--- config.mk ---
export PLATFORM = sky130hd
export DESIGN_NAME = mux16_to_1
export DESIGN_NICKNAME = d
export VERILOG_FILES = /design/src/rtl/mux16_pkg.sv /design/src/rtl/mux4_to_1.sv /design/src/rtl/mux16_to_1.sv
export SDC_FILE = /design/constraint.sdc
export NUM_CORES = 1
export LEC_CHECK = 0
export ABC_AREA = 1
export CAP_MARGIN = 0
export CORE_AREA = 2 2 39 41
export CTS_CLUSTER_DIAMETER = 120
export DETAILED_ROUTE_END_ITERATION = 8
export DIE_AREA = 0 0 41 43
export GPL_TIMING_DRIVEN = 0
export PLACE_DENSITY = 0.72
export SLEW_MARGIN = 20
export SYNTH_ARGS = -nofsm -noshare
export SYNTH_HDL_FRONTEND = slang
export SYNTH_HIERARCHICAL = 1
export SYNTH_SLANG_ARGS = --single-unit
--- constraint.sdc ---
create_clock -name clk -period 0.8 [get_ports clk]
set_input_delay 0.08 -clock clk [delete_from_list [all_inputs] [get_ports clk]]
set_output_delay 0.08 -clock clk [all_outputs]
set_load 0.005 [all_outputs]
--- src/rtl/mux16_pkg.sv ---
// Shared constants and lane-offset helper for the 16-to-1 selector.
// Lane 0 sits in the most significant slice of the packed input.
package mux16_pkg;

    localparam int N_LANES = 16;
    localparam int SEL_W   = 4;
    localparam int GROUP   = 4;
    localparam int N_GROUP = N_LANES / GROUP;

    // LSB position of lane k in a packed bus of N_LANES lanes of given width
    function automatic int lane_lsb(input int k, input int width);
        return (N_LANES - 1 - k) * width;
    endfunction

endpackage

--- src/rtl/mux4_to_1.sv ---
// Four-lane selector used as the building block of the 16-lane tree.
// Lane 0 occupies the most significant WIDTH bits of in.
module mux4_to_1 #(
    parameter int WIDTH = 1
) (
    input  logic [4*WIDTH-1:0] in,
    input  logic [1:0]         sel,
    output logic [WIDTH-1:0]   out
);

    always_comb begin
        out = '0;
        unique case (sel)
            2'd0: out = in[3*WIDTH +: WIDTH];
            2'd1: out = in[2*WIDTH +: WIDTH];
            2'd2: out = in[1*WIDTH +: WIDTH];
            2'd3: out = in[0*WIDTH +: WIDTH];
            default: out = '0;
        endcase
    end

endmodule

--- src/rtl/mux16_to_1.sv ---
// 16-to-1 lane selector with combinational output and a registered,
// valid-qualified copy (1-cycle latency).
module mux16_to_1
    import mux16_pkg::*;
#(
    parameter int WIDTH = 1
) (
    input  logic                     clk,
    input  logic                     rst,
    input  logic [N_LANES*WIDTH-1:0] in,
    input  logic [SEL_W-1:0]         sel,
    input  logic                     in_valid,
    output logic [WIDTH-1:0]         out_comb,
    output logic [WIDTH-1:0]         out,
    output logic                     out_valid
);

    logic [N_GROUP-1:0][WIDTH-1:0] mid;
    logic [WIDTH-1:0]              sel_lane;

    // First level: group g holds lanes 4g..4g+3, lowest lane is 4g+3
    for (genvar g = 0; g < N_GROUP; g++) begin : g_lvl1
        mux4_to_1 #(.WIDTH(WIDTH)) u_mux (
            .in  (in[lane_lsb(GROUP*g + GROUP - 1, WIDTH) +: GROUP*WIDTH]),
            .sel (sel[1:0]),
            .out (mid[g])
        );
    end

    mux4_to_1 #(.WIDTH(WIDTH)) u_lvl2 (
        .in  ({mid[0], mid[1], mid[2], mid[3]}),
        .sel (sel[3:2]),
        .out (sel_lane)
    );

    assign out_comb = sel_lane;

    always_ff @(posedge clk or posedge rst) begin
        if (rst) begin
            out       <= '0;
            out_valid <= 1'b0;
        end else begin
            out_valid <= in_valid;
            if (in_valid) begin
                out <= sel_lane;
            end
        end
    end

endmodule

==> results.md, run 1 <==
Final layout:
- Excluding fillers, the count of instances in the completed layout stands at 119.
- Fill cells in the final layout number between 150 and 200.
- The library cells used most frequently in the layout, excluding fill and tap cells, are 22 x sky130_fd_sc_hd__nand2_1, 17 x sky130_fd_sc_hd__buf_2, 16 x sky130_fd_sc_hd__inv_2.
- After the last flow step, the layout net total stands at 128.
- The synthesis-to-layout area growth is 89.6%.
- The most common cell after layout, fill and taps aside is sky130_fd_sc_hd__nand2_1.
- The count of antenna diodes in the layout is 0.
- In the final layout, the share of cells above drive strength 1 is 0.524.

STA:
- For the finished layout, the period the worst path requires is slightly below 900 ps.
- The worst slew margin relative to its limit is 0.924.
- Setup repair after global routing could not meet its margin everywhere.
- Between clock sinks in the finished design, the worst skew comes to 0 ps.
- For the pin with the worst max-slew slack, the measured transition is ~110 ps.
- The count of pins over their slew limit was 0.
- The highest clock rate is around 1200 MHz.
- The post-route clock period utilization is 1.08.
- The final hold violation count came to 0.
- Setup violations remaining at the end of the flow were counted as 1.
- In the post-route analysis, the smallest setup slack over all paths is -67.9 ps.

Power and ir drop:
- The internal portion of total power is ~0.42 mW.
- For this design the ratio of total power to cell area is around 1000 nW/µm².
- Of the total power, the share spent switching nets is 0.319.
- The share of total power dissipated in the clock network is 0.375.
- Summed over all nets, the switching power comes to just under 0.2 mW.
- IR analysis of the VDD net gives a maximum drop of roughly 0.00032 V.
- The post-route total power is slightly above 0.6 mW.
- In this run the static leakage power is 0.420 nW.
- Of the total power, registers draw 0.186.
- The share of total power dissipated in combinational logic is 0.439.

Clocking:
- In this run the deepest clock path goes through 2 buffers.
- The clock buffer count from CTS is 3.
- The level count of the clock H-tree is 1.
- Clock tree synthesis found a total of 2 sinks.
- The clock slew seen by the registers of the worst setup and hold paths is about 30 ps.
- The clock latency at the later pin of the worst-skew pair is approximately 230 ps.
- The buffer cell driving the clock tree root is sky130_fd_sc_hd__clkbuf_4.
- TritonCTS built the clock tree.

GRT:
- The via count of the first global-routing pass is around 450.
- After global routing the overflow that remains totals 0.
- Entering global routing, the biggest net connects 13 pins.
- The overall global routing resource usage is 0.128.
- The first global-routing pass estimated between 1500 and 2000 µm of wire.
- The initial antenna violation count is 0.

Run status:
- The final reports fail on setup timing.
- The run finished, with violations left.

Critical path:
- The kind of capture point of the worst setup path is an output port.
- Data on the critical path is required at its endpoint by between 700 and 800 ps.
- The origin of the critical flop-to-flop path is out.
- The top cell family by delay on the critical path is simple AND/OR/NAND/NOR gates.
- The most numerous cell type found on the critical path is sky130_fd_sc_hd__nand2_1.
- Traced cell by cell, the critical path runs through buf_12 > inv_2 > nand2_1 > nand3_1 > nand2_1 > inv_2 > nand2_1 > nand3_1 > nand2_1 > buf_2.
- In this run the worst path has a maximum fanout of 6.
- STA puts the critical path data arrival time at between 700 and 800 ps.
- The largest single stage delay on the critical path is 130 ps.
- The source of the critical timing path is sel[0].
- The worst setup path is launched from a primary input.
- On the critical path, the stage with the largest delay is an instance of sky130_fd_sc_hd__buf_2.
- The kind of critical path is in -> out.
- Counting both buffers and inverters, the worst setup path holds a total of 4.

Floorplan:
- The number of core rows is 14.
- The number of top-level design ports is 26.
- The initial standard-cell utilization of the core is 0.235.
- In this run the horizontal extent of the chip is 41 µm.
- The region available for standard cell placement spans 1380 µm².
- Measured along the y axis, the die boundary spans 43 µm.
- The area of the die is around 1800 µm².

Place:
- Input and output buffers added on the ports amount to 25.
- After detailed placement, the design holds a cell count of roughly 110.
- The worst slack at placement is -1160 ps.
- The congestion estimate from routability-driven global placement came to roughly 0.54.
- The wire-length estimate of the detail-placed layout is between 600 and 700 µm.

Synthesis:
- Dividing the synthesized area by the synthesized cell count gives approximately 4.5 µm².
- The part of the Yosys area used for sequential elements is 0.154.
- Counting distinct cell types in the post-synthesis netlist gives 6.
- The number of register bits inferred by synthesis is 2.
- The synthesized netlist occupies a cell area of 325 µm².
- The net count after synthesis is 95.
- The gate count of the mapped netlist is between 70 and 80.
- Yosys printed 6 warnings.

Routing:
- The number of design-rule violations left by the first detailed-router iteration is 4.
- The final antenna-violating net count is 0.
- The count of vias placed by the detailed router is 470.
- The number of remaining DRC errors is 0.
- The mean number of vias per cell is 3.95.
- The first-pass detailed-route iteration total is 4.
- Summed over all layers, the routed wires come to between 1000 and 1500 µm.
- In the final routed layout, each cell accounts on average for approximately 9 µm.

Worst hold path:
- The worst min-delay path class is in -> reg.
- In this run the most critical hold path is launched from sel[3].

Job:
- The total of max-cap violations is 0.
==> metal layers <==
metal | vias to the layer above | share of wire | track usage
met4 | 0 | 0 | 0.0600
met1 | 198 | 0.41 | 0.143
li1 | 257 | - | -
met5 | - | 0 | 0
met3 | 0 | 0.055 | 0.0209
met2 | 15 | 0.54 | 0.219
==> layout make-up <==
class	count	area [µm²]	area share
repair buffers	28	206	0.335
multi-input cells	38	190	0.308
flip-flops and latches	2	50.0	0.0811
inverters	32	128	0.207
well taps	16	20.0	0.0325
clock buffers	3	22.5	0.0365
==> Yosys cell counts (all sizes together) <==
cell type,instances,share of area
clkinv,5,0.058
nand2,28,0.32
dfrtp,2,0.15
nand3,10,0.15
inv,27,0.31
==> sequential cells by signal (all words and copies together) (netlist names) <==
register,count
out,1
out_valid,1
==> power groups by stage <==
stage	logic [mW]	clock network, mW	registers [mW]
after floorplan	0.0979	0	0.117
after global placement	0.261	0	0.116
after detailed placement	0.266	0	0.117
after CTS	0.233	0.242	0.114
after global routing	0.305	0.251	0.116
final	0.271	0.231	0.114
==> tightest hold or removal path, cell delays in order <==
cell	delay [ps]
sky130_fd_sc_hd__dlygate4sd2_1	210
sky130_fd_sc_hd__nand3_1	80
sky130_fd_sc_hd__nand2_1	80
sky130_fd_sc_hd__nand2_1	50
sky130_fd_sc_hd__nand2_1	60
==> per-stage QoR <==
stage,utilization,hold WS (ps),TNS (ps),area [µm²]
floorplan,-,-179,0,325
global placement,0.430,239,-2000,596
detailed placement,0.430,237,-2120,596
CTS,0.401,357,-66.9,556
global route,0.446,360,-190,617
finish,0.446,366,-67.9,617
==> kinds of logic after synthesis <==
logic type | after synthesis | synth area share
buffers and inverters | 32 | 0.369
DFF | 2 | 0.154
and+or+nand+nor | 38 | 0.477
==> final timing paths <==
kind	endpoint	cells after the start	slack (ps)
worst max-delay path	out_comb	10	-70
worst min-delay path	out	5	370
worst max register to register	out	3	100
worst min register to register	out	3	550
max in group asynchronous	out	3	120
min in group asynchronous	out_valid	3	570
==> repair_timing <==
action,CTS,global route
buffers inserted,1,0
cloned,0,1
resized for setup,78,23
endpoints found under the setup margin,4,3
pin swaps,18,17
hold buffers,1,0
hold endpoints to repair,1,0
(Power assumes the default switching activity.)
==> inputs of run 2 (changes only) <==
--- a/config.mk
+++ b/config.mk
@@ -11,6 +11,7 @@
 export CTS_CLUSTER_DIAMETER = 120
 export DETAILED_ROUTE_END_ITERATION = 8
 export DIE_AREA = 0 0 41 43
+export GPL_ROUTABILITY_DRIVEN = 0
 export GPL_TIMING_DRIVEN = 0
 export PLACE_DENSITY = 0.72
 export SLEW_MARGIN = 20
==> results of run 2 <==
Final layout, timing and power as in run 1 (identical DEF).
